===== src/rtl/cube_pkg.sv =====
// Shared types and constants for the cube move scheduler and its move queue.
package cube_pkg;

  localparam int MOVE_W_DEF = 8;
  localparam int DEPTH_DEF  = 8;

  localparam logic [MOVE_W_DEF-1:0] MOVE_NONE = '0;

  typedef enum logic [1:0] {
    IDLE,
    ISSUE,
    WAIT_DONE
  } sched_state_t;

  // Occupancy counter width: must be able to hold DEPTH itself, not just DEPTH-1.
  function automatic int cnt_width(input int depth);
    return $clog2(depth) + 1;
  endfunction

endpackage


===== src/rtl/move_scheduler_if.sv =====
// Move-source, datapath and status signals of the move scheduler, bundled as one interface.
interface move_scheduler_if
  import cube_pkg::*;
#(
  parameter int DEPTH  = DEPTH_DEF,
  parameter int MOVE_W = MOVE_W_DEF
);

  localparam int CNT_W = cnt_width(DEPTH);

  logic              clear;
  logic              key_valid;
  logic [MOVE_W-1:0] key_code;
  logic              key_drop;
  logic              seq_valid;
  logic [MOVE_W-1:0] seq_code;
  logic              seq_ready;
  logic              move_f;
  logic [MOVE_W-1:0] move_code;
  logic              rot_done;
  logic              busy;
  logic [CNT_W-1:0]  q_count;
  logic [15:0]       move_count;

  // The master side is whoever drives moves in and completes rotations.
  modport master (
    output clear, key_valid, key_code, seq_valid, seq_code, rot_done,
    input  key_drop, seq_ready, move_f, move_code, busy, q_count, move_count
  );

  modport slave (
    input  clear, key_valid, key_code, seq_valid, seq_code, rot_done,
    output key_drop, seq_ready, move_f, move_code, busy, q_count, move_count
  );

endinterface


===== src/rtl/move_fifo.sv =====
// Synchronous move queue with flush; full/empty come from the registered occupancy.
module move_fifo #(
  parameter  int DEPTH = 8,
  parameter  int W     = 8,
  localparam int PTR_W = $clog2(DEPTH),
  localparam int CNT_W = PTR_W + 1
) (
  input  logic             clk,
  input  logic             Reset,
  input  logic             clear,
  input  logic             push,
  input  logic [W-1:0]     push_data,
  input  logic             pop,
  output logic [W-1:0]     head,
  output logic             full,
  output logic             empty,
  output logic [CNT_W-1:0] count
);

  logic [W-1:0]     mem [DEPTH];
  logic [PTR_W-1:0] wr_ptr;
  logic [PTR_W-1:0] rd_ptr;
  logic             do_push;
  logic             do_pop;

  assign full    = (count == CNT_W'(DEPTH));
  assign empty   = (count == '0);
  assign head    = mem[rd_ptr];
  assign do_push = push && !full && !clear;
  assign do_pop  = pop && !empty && !clear;

  // Pointers wrap naturally because DEPTH is a power of two.
  always_ff @(posedge clk or posedge Reset) begin
    if (Reset) begin
      wr_ptr <= '0;
      rd_ptr <= '0;
      count  <= '0;
    end else if (clear) begin
      wr_ptr <= '0;
      rd_ptr <= '0;
      count  <= '0;
    end else begin
      if (do_push) wr_ptr <= wr_ptr + PTR_W'(1);
      if (do_pop)  rd_ptr <= rd_ptr + PTR_W'(1);
      count <= count + CNT_W'(do_push) - CNT_W'(do_pop);
    end
  end

  always_ff @(posedge clk) begin
    if (do_push) mem[wr_ptr] <= push_data;
  end

endmodule


===== src/rtl/move_scheduler.sv =====
// Arbitrates keyboard and sequence moves into a queue and issues them one at a time
// to the rotation datapath, waiting for rot_done between moves.
module move_scheduler
  import cube_pkg::*;
#(
  parameter int DEPTH  = DEPTH_DEF,
  parameter int MOVE_W = MOVE_W_DEF
) (
  input logic            clk,
  input logic            Reset,
  move_scheduler_if.slave bus
);

  localparam int                CNT_W   = cnt_width(DEPTH);
  localparam logic [MOVE_W-1:0] NO_MOVE = MOVE_W'(MOVE_NONE);

  sched_state_t      state;
  sched_state_t      state_next;
  logic [MOVE_W-1:0] hold_code;
  logic [MOVE_W-1:0] head_code;
  logic [MOVE_W-1:0] push_data;
  logic [CNT_W-1:0]  fifo_count;
  logic [15:0]       move_count;
  logic              fifo_full;
  logic              fifo_empty;
  logic              key_push;
  logic              seq_push;
  logic              seq_ready;
  logic              push;
  logic              pop;
  logic              count_done;
  logic              key_drop;
  logic              key_drop_next;
  logic              move_f;
  logic [MOVE_W-1:0] move_code;
  logic              busy;

  // Keyboard always wins; zero codes complete their handshake but never enter the queue.
  assign seq_ready     = !Reset && !fifo_full && !bus.key_valid && !bus.clear;
  assign key_push      = bus.key_valid && !fifo_full && !bus.clear && (bus.key_code != NO_MOVE);
  assign seq_push      = bus.seq_valid && seq_ready && (bus.seq_code != NO_MOVE);
  assign push          = key_push || seq_push;
  assign push_data     = bus.key_valid ? bus.key_code : bus.seq_code;
  assign key_drop_next = bus.key_valid && fifo_full && !bus.clear && (bus.key_code != NO_MOVE);

  move_fifo #(
    .DEPTH (DEPTH),
    .W     (MOVE_W)
  ) u_fifo (
    .clk       (clk),
    .Reset     (Reset),
    .clear     (bus.clear),
    .push      (push),
    .push_data (push_data),
    .pop       (pop),
    .head      (head_code),
    .full      (fifo_full),
    .empty     (fifo_empty),
    .count     (fifo_count)
  );

  always_ff @(posedge clk or posedge Reset) begin
    if (Reset) begin
      state      <= IDLE;
      hold_code  <= NO_MOVE;
      move_count <= '0;
      key_drop   <= 1'b0;
    end else begin
      state    <= state_next;
      key_drop <= key_drop_next;
      if (pop)        hold_code  <= head_code;
      if (count_done) move_count <= move_count + 16'd1;
    end
  end

  // A flush cycle must not pop, otherwise a move meant to be discarded would still be issued.
  always_comb begin
    state_next = state;
    pop        = 1'b0;
    count_done = 1'b0;
    move_f     = 1'b0;
    move_code  = NO_MOVE;
    busy       = 1'b0;
    case (state)
      IDLE: begin
        if (!fifo_empty && !bus.clear) begin
          pop        = 1'b1;
          state_next = ISSUE;
        end
      end
      ISSUE: begin
        move_f     = 1'b1;
        move_code  = hold_code;
        busy       = 1'b1;
        state_next = WAIT_DONE;
      end
      WAIT_DONE: begin
        busy = 1'b1;
        if (bus.rot_done) begin
          count_done = 1'b1;
          state_next = IDLE;
        end
      end
      default: state_next = IDLE;
    endcase
  end

  assign bus.seq_ready  = seq_ready;
  assign bus.key_drop   = key_drop;
  assign bus.move_f     = move_f;
  assign bus.move_code  = move_code;
  assign bus.busy       = busy;
  assign bus.q_count    = fifo_count;
  assign bus.move_count = move_count;

endmodule


===== src/flat_wrapper.sv =====
// flat-port wrapper written by rule: the top's interface ports become plain ports
module move_scheduler_flat import cube_pkg::*;
#(
  parameter int DEPTH  = DEPTH_DEF,
  parameter int MOVE_W = MOVE_W_DEF
)
  (clk, Reset, bus_clear, bus_key_valid, bus_key_code, bus_seq_valid, bus_seq_code, bus_rot_done, bus_key_drop, bus_seq_ready, bus_move_f, bus_move_code, bus_busy, bus_q_count, bus_move_count);
  move_scheduler_if #(.DEPTH(DEPTH), .MOVE_W(MOVE_W)) bus_i ();
  input logic clk;
  input logic Reset;
  input wire logic [$bits(bus_i.clear)-1:0] bus_clear;
  input wire logic [$bits(bus_i.key_valid)-1:0] bus_key_valid;
  input wire logic [$bits(bus_i.key_code)-1:0] bus_key_code;
  input wire logic [$bits(bus_i.seq_valid)-1:0] bus_seq_valid;
  input wire logic [$bits(bus_i.seq_code)-1:0] bus_seq_code;
  input wire logic [$bits(bus_i.rot_done)-1:0] bus_rot_done;
  output wire logic [$bits(bus_i.key_drop)-1:0] bus_key_drop;
  output wire logic [$bits(bus_i.seq_ready)-1:0] bus_seq_ready;
  output wire logic [$bits(bus_i.move_f)-1:0] bus_move_f;
  output wire logic [$bits(bus_i.move_code)-1:0] bus_move_code;
  output wire logic [$bits(bus_i.busy)-1:0] bus_busy;
  output wire logic [$bits(bus_i.q_count)-1:0] bus_q_count;
  output wire logic [$bits(bus_i.move_count)-1:0] bus_move_count;
  assign bus_i.clear = bus_clear;
  assign bus_i.key_valid = bus_key_valid;
  assign bus_i.key_code = bus_key_code;
  assign bus_i.seq_valid = bus_seq_valid;
  assign bus_i.seq_code = bus_seq_code;
  assign bus_i.rot_done = bus_rot_done;
  assign bus_key_drop = bus_i.key_drop;
  assign bus_seq_ready = bus_i.seq_ready;
  assign bus_move_f = bus_i.move_f;
  assign bus_move_code = bus_i.move_code;
  assign bus_busy = bus_i.busy;
  assign bus_q_count = bus_i.q_count;
  assign bus_move_count = bus_i.move_count;
  move_scheduler #(.DEPTH(DEPTH), .MOVE_W(MOVE_W)) u_core (.clk(clk), .Reset(Reset), .bus(bus_i));
endmodule

===== config.mk =====
export PLATFORM = sky130hd
export DESIGN_NAME = move_scheduler_flat
export DESIGN_NICKNAME = d
export VERILOG_FILES = /design/src/rtl/cube_pkg.sv /design/src/rtl/move_scheduler_if.sv /design/src/rtl/move_fifo.sv /design/src/rtl/move_scheduler.sv /design/src/flat_wrapper.sv
export SDC_FILE = /design/constraint.sdc
export NUM_CORES = 1
export LEC_CHECK = 0
export CORE_ASPECT_RATIO = 0.75
export CORE_UTILIZATION = 35
export CTS_BUF_LIST = sky130_fd_sc_hd__clkbuf_8
export CTS_CLUSTER_SIZE = 30
export DETAILED_ROUTE_END_ITERATION = 6
export SETUP_SLACK_MARGIN = 0.05
export SYNTH_ARGS = -nofsm -noshare
export SYNTH_HDL_FRONTEND = slang
export SYNTH_HIERARCHICAL = 1
export SYNTH_SLANG_ARGS = --single-unit
export TNS_END_PERCENT = 10

===== constraint.sdc =====
create_clock -name clk -period 6.12 [get_ports clk]
set_input_delay 1.53 -clock clk [delete_from_list [all_inputs] [get_ports clk]]
set_output_delay 1.53 -clock clk [all_outputs]
set_load 0.01 [all_outputs]

## Word level (Yosys, flattened, before mapping)

Memory sizes are Yosys's and may differ from the RTL's. A register that Yosys moved wholly into a read port is not among the register bits.
Index checks and enable logic that the tools add are counted.

| word-level totals | value |
|---|---|
| input bits | 22 |
| RAM bits | 64 |
| flip-flop bits (word level) | 29 |
| output and inout port bits | 32 |
| memories kept | 1 |
| word-level logic and storage cells | 65 |

Memories:

| name | depth | bits a word | read ports | clocked after Yosys merged registers in | wr ports | RTL line | source |
|---|---|---|---|---|---|---|---|
| u_core.u_fifo.mem | 8 | 8 | 1 | 1 | 1 | move_fifo.sv:20 | `logic [W-1:0] mem [DEPTH];` |

| operators by class | value |
|---|---|
| equality and inequality tests | 5 |
| $add $sub $neg | 5 |
| multiplexer cells | 18 |
| reductions and logical operators | 30 |

Operators by type and width:

| cell | number |
|---|---|
| 16-bit by 1-bit adder with 16-bit output, second input constant | 1 |
| 1-bit logical AND | 16 |
| 8-bit two-way mux | 2 |
| 8-bit nonzero test | 2 |
| 3-bit two-way mux | 4 |
| 1-bit two-way mux | 8 |
| 3-bit by 1-bit adder with 3-bit output, second input constant | 2 |
| 2-bit one-hot mux with 3 select lines | 1 |
| 1-bit zero test | 5 |
| 4-bit by 1-bit adder with 4-bit output | 1 |
| 4-bit equality test, second input constant | 1 |
| 4-bit zero test | 1 |
| 2-bit two-way mux | 2 |
| 4-bit two-way mux | 1 |
| 2-bit nonzero test | 2 |
| 4-bit by 1-bit subtractor with 4-bit output | 1 |
| 2-bit by 1-bit equality test with 1-bit output, second input constant | 1 |
| 2-bit equality test, second input constant | 1 |
| 2-bit zero test | 1 |
| 2-bit by 1-bit inequality test with 1-bit output, second input constant | 1 |
| 2-bit inequality test, second input constant | 1 |
| 2-bit AND reduction | 1 |
| 2-bit OR reduction | 1 |
| 1-bit logical OR | 1 |

## Depth between registers and ports, before layout

| logic depth | value |
|---|---|
| depth after elaboration | 13 |
| mapped depth | 15 |
| depth with buffers taken out | 15 |

## Cells and area by module

The synthesis kept the hierarchy.

Modules (own cells, without submodules):

| module | area an instance (sq um) | instances | seq. area each (sq um) | cells an instance |
|---|---|---|---|---|
| move_fifo | 3154.3 | 1 | 2172.1 | 169 |
| move_scheduler | 1410.1 | 1 | 675.6 | 123 |

## Least setup slack after synthesis

OpenSTA, ideal clock, no wires.

| timing | value |
|---|---|
| path type | input to register |
| from | in bus_key_valid |
| to | mem u_core.u_fifo.mem[0][0] (enable) |
| buffers on the path | 1 |
| arrival | 3.858 ns |
| setup time | 0.383 ns |
| required time | 5.737 ns |
| stages | 7 |
| path slack | 1.879 ns |
| cell sequence | clkbuf_1 nor4_1 nand3_1 o21ai_0 inv_1 or4_1 nor3_1 |

| between the ends | value |
|---|---|
| word-level cells in the longest chain between the ends | 10 |
| elaborated cells between the ends (all ways) | 13 |
| those cells by class | mux (2); reduce/logical (11) |

RTL lines:

| item | RTL line | source |
|---|---|---|
| start: declaration | flat_wrapper.sv:12 | `input wire logic [$bits(bus_i.key_valid)-1:0] bus_key_valid;` |
| 1-bit zero test | move_scheduler.sv:39 | `assign seq_ready = !Reset && !fifo_full && !bus.key_valid && !bus.clear;` |
| 1-bit logical AND (2 in series) | move_scheduler.sv:39 |  |
| via bus_seq_ready | flat_wrapper.sv:18 | `output wire logic [$bits(bus_i.seq_ready)-1:0] bus_seq_ready;` |
| 1-bit logical AND (2 in series) | move_scheduler.sv:41 | `assign seq_push = bus.seq_valid && seq_ready && (bus.seq_code != NO_MOVE);` |
| 1-bit logical OR | move_scheduler.sv:42 | `assign push = key_push \|\| seq_push;` |
| via u_core.push | move_scheduler.sv:29 | `logic push;` |
| 1-bit logical AND (2 in series) | move_fifo.sv:29 | `assign do_push = push && !full && !clear;` |
| 1-bit two-way mux | move_fifo.sv:50 | `if (do_push) mem[wr_ptr] <= push_data;` |
| 1-bit two-way mux (not written as such) | move_fifo.sv:50 |  |
| end: declaration | move_fifo.sv:20 |  |

The timed path passes the listed nets, and every way through them passes these cells.

## Worst setup path in the final report

| timing | value |
|---|---|
| from | in bus_key_valid |
| to | out bus_seq_ready |

| between the ends | value |
|---|---|
| word-level cells in the longest chain between the ends | 3 |

RTL lines:

| item | RTL line |
|---|---|
| 1-bit zero test | move_scheduler.sv:39 |
| 1-bit logical AND (2 in series) | move_scheduler.sv:39 |
| end: declaration | flat_wrapper.sv:18 |

Every way passes these cells.

==> impl_metrics.csv <==
group,metric,value,unit
clock_tree,insertion_delay,370,ps
detailed_routing,firstDrtPassIters,4,
layout,drive_gt1_share,13.5,%
clock_tree,cts_made_buffers,9,
floorplanning,dieArea,0.0135,mm^2
global_routing,gr-total-overflow,0,
sta,fmax,204,MHz
yosys,synth_nets,328,
yosys,synth_edf_count,64,
floorplanning,row_count,35,
critical_path,cp_max_fo,10,
floorplanning,die_x,134,um
clock_tree,cts_resized,0,
critical_path,cp.arrival,3370,ps
run_status,status,"finished, final reports clean",
layout,regArea,0.00285,mm^2
layout,fin_cells,522,
power,p_leak,2.00,nW
floorplanning,io-pin-count,54,
sta,post-route-period-util,80.0,%
hold_path,hold_depth,1,
power,p_per_area,293,mW/mm^2
floorplanning,core_area,0.0125,mm^2
clock_tree,cts_hold_buf,0,
sta,rsz0062_at_grt,"no",
critical_path,start_kind,"input port",
clock_tree,h-tree-depth,3,
sta,fin_tns_setup,0,ps
yosys,synthArstFlopShare,36.6,%
critical_path,required,4590,ps
yosys,synth_warnings,6,
clock_tree,cts_sinks,101,
sta,drv_slew,0,
sta,holdWs,482,ps
hold_path,hold_class,"reg2reg",
floorplanning,floorplan.initialDensity,36.6,%
global_routing,grt_pass1_wl,14.3,mm
sta,finalHoldViolations,0,
yosys,synthesis.area,0.00456,mm^2
sta,layout_min_cycle_time,4900,ps
yosys,seq_area_frac_synth,62.4,%
global_routing,grt_max_degree,28,
global_routing,grtUsageTotal,14.5,%
yosys,synthFlopType,"edfxtp_1",
placed_design,hpwl,6.37,mm
detailed_routing,avgRoutedWirePerCell,17.3,um
detailed_routing,drc_errors,0,
power,ir_drop,0.193,mV
clock_tree,cts_root_buf,"clkbuf_8",
yosys,synth-seq-cells,101,
yosys,synth_cells,292,
yosys,syn_avg_cell_area,15.6,um^2
critical_path,worstSetupEndpointType,"primary output",
placed_design,gp_congestion,0.731,
sta,tightest_slew,1050,ps
sta,finalClockSkew,14.7,ps
power,power,0.00161,W
placed_design,port-buffer-count,53,
layout,multi_input_area,0.00162,mm^2
layout,num-fill-cells,1144,
layout,antennaDiodeCount,0,
detailed_routing,drtIter0Drc,133,
clock_tree,clk_pin_slew_worst_paths,100,ps
detailed_routing,antenna_left,0,
global_routing,grt_pass1_vias,2575,
detailed_routing,wl,9.04,mm
layout,area_delta_synth_final,20.1,%
critical_path,criticalPathCategory,"in2out",
sta,finalSetupViolCount,0,
detailed_routing,vias_per_cell,4.88,
placed_design,dp.cells,506,
clock_tree,clockBufferDepth,2,
clock_tree,cts_tree,"done",
sta,maxSlewHeadroom,29.4,%
global_routing,antenna_found_initial,0,
layout,fin_nets,387,
yosys,ys_types,40,
floorplanning,fp.dieH,101,um
clock_tree,post_cts_buffers,0,
critical_path,rr_worst_depth,15,
detailed_routing,vias,2546,
layout,final_core_util,43.9,%
job,max_cap_viol_count,0,
==> metrics by stage <==
step / setup slack [ps] / area [um^2]
after floorplan: 1880 / 4560
after CTS: 1200 / 5480
after detailed placement: 1200 / 5270
after global routing: 1150 / 5480
after global placement: 1230 / 5270
final: 1220 / 5480
==> flip-flops by register name, summed over array words and instances (netlist names) <==
signal,count
u_core/state,2
u_core/u_fifo/mem,64
u_core/u_fifo/rd_ptr,3
u_core/u_fifo/count,4
u_core/bus.key_drop,1
u_core/hold_code,8
u_core/bus.move_count,16
u_core/u_fifo/wr_ptr,3
==> Yosys cell counts (6+ instances only) <==
library cell	count	area share [%]
inv_1	12	0.99
ha_1	13	3.6
mux2_2	24	5.9
mux4_1	16	9.2
dfrtp_1	37	20
xnor2_1	11	2.1
nor2b_1	6	0.82
o21ai_0	6	0.66
nor2_1	13	1.1
and2_1	8	1.1
nand2_1	15	1.2
nand3_1	10	1.1
edfxtp_1	64	42
==> worst max-delay path, cell delays in order <==
cell and delay (ps):
clkdlybuf4s50_1 700, nor4_1 520, clkdlybuf4s50_1 620
==> power by group <==
| group | switching, W | internal, W | leakage [nW] |
|---|---|---|---|
| clock network | 0.000237 | 0.000195 | 0.104 |
| logic | 0.000151 | 0.000184 | 0.829 |
| registers | 0.0000502 | 0.000791 | 1.07 |
| total | 0.000438 | 0.00117 | 2.00 |
==> layer usage <==
metal	part of all wire (%)	global-route usage, %	vias to the layer above
met2	45	21.8	57
met3	4.5	3.67	4
met4	0.29	3.76	0
met5	0	0	-
li1	-	-	1227
met1	50	20.8	1258
==> placed cells by master, fill, tap and decap left out, types with 2 or more instances in the layout <==
cell and count:
a21oi_1 5, and2_1 8, and3_1 2, buf_4 3, clkbuf_8 9, clkdlybuf4s50_1 53
clkinv_4 4, dfrtp_1 37, edfxtp_1 64, ha_1 13, inv_1 12, inv_6 2
mux2_1 3, mux2_2 24, mux4_1 16, nand2_1 15, nand2b_1 5, nand3_1 10
nand4_1 2, nand4b_1 2, nor2_1 13, nor2b_1 6, nor3_1 3, nor3_2 2
nor3b_1 2, nor4_1 5, o21ai_0 6, or3_1 3, xnor2_1 11, xor2_1 5
==> logic make-up (layout without fill, tap and decap cells) <==
family | count (synthesis) | count (layout) | synth area share, %
AOI/OAI and AO/OA | 13 | 13 | 1.59
xor gates and xnor gates | 16 | 16 | 3.07
adders and majority gates | 14 | 14 | 4.00
buffers and inverters | 20 | 84 | 2.22
DFF | 101 | 101 | 62.4
muxes | 44 | 44 | 16.1
and+or+nand+nor | 84 | 84 | 10.6
==> worst paths after layout <==
check	startpoint	end	slack [ps]
setup / recovery	bus_key_valid	bus_seq_ready	1220
hold / removal	u_core/bus.move_count[15]	u_core/bus.move_count[15]	480
setup reg to reg	u_core/u_fifo/count[2]	u_core/u_fifo/count[2]	2710
hold reg to reg	u_core/bus.move_count[15]	u_core/bus.move_count[15]	480
max in group asynchronous	Reset	u_core/hold_code[6]	3710
min in group asynchronous	Reset	u_core/u_fifo/rd_ptr[1]	1520
==> cell type report <==
| type | count | area share (%) |
|---|---|---|
| clock buffers | 9 | 2.26 |
| clock inverters | 7 | 1.51 |
| inverters | 12 | 0.822 |
| multi-input cells | 171 | 29.6 |
| flip-flops and latches | 101 | 52.0 |
| well taps | 166 | 3.79 |
| repair buffers | 56 | 10.1 |
(Power assumes the default switching activity.)
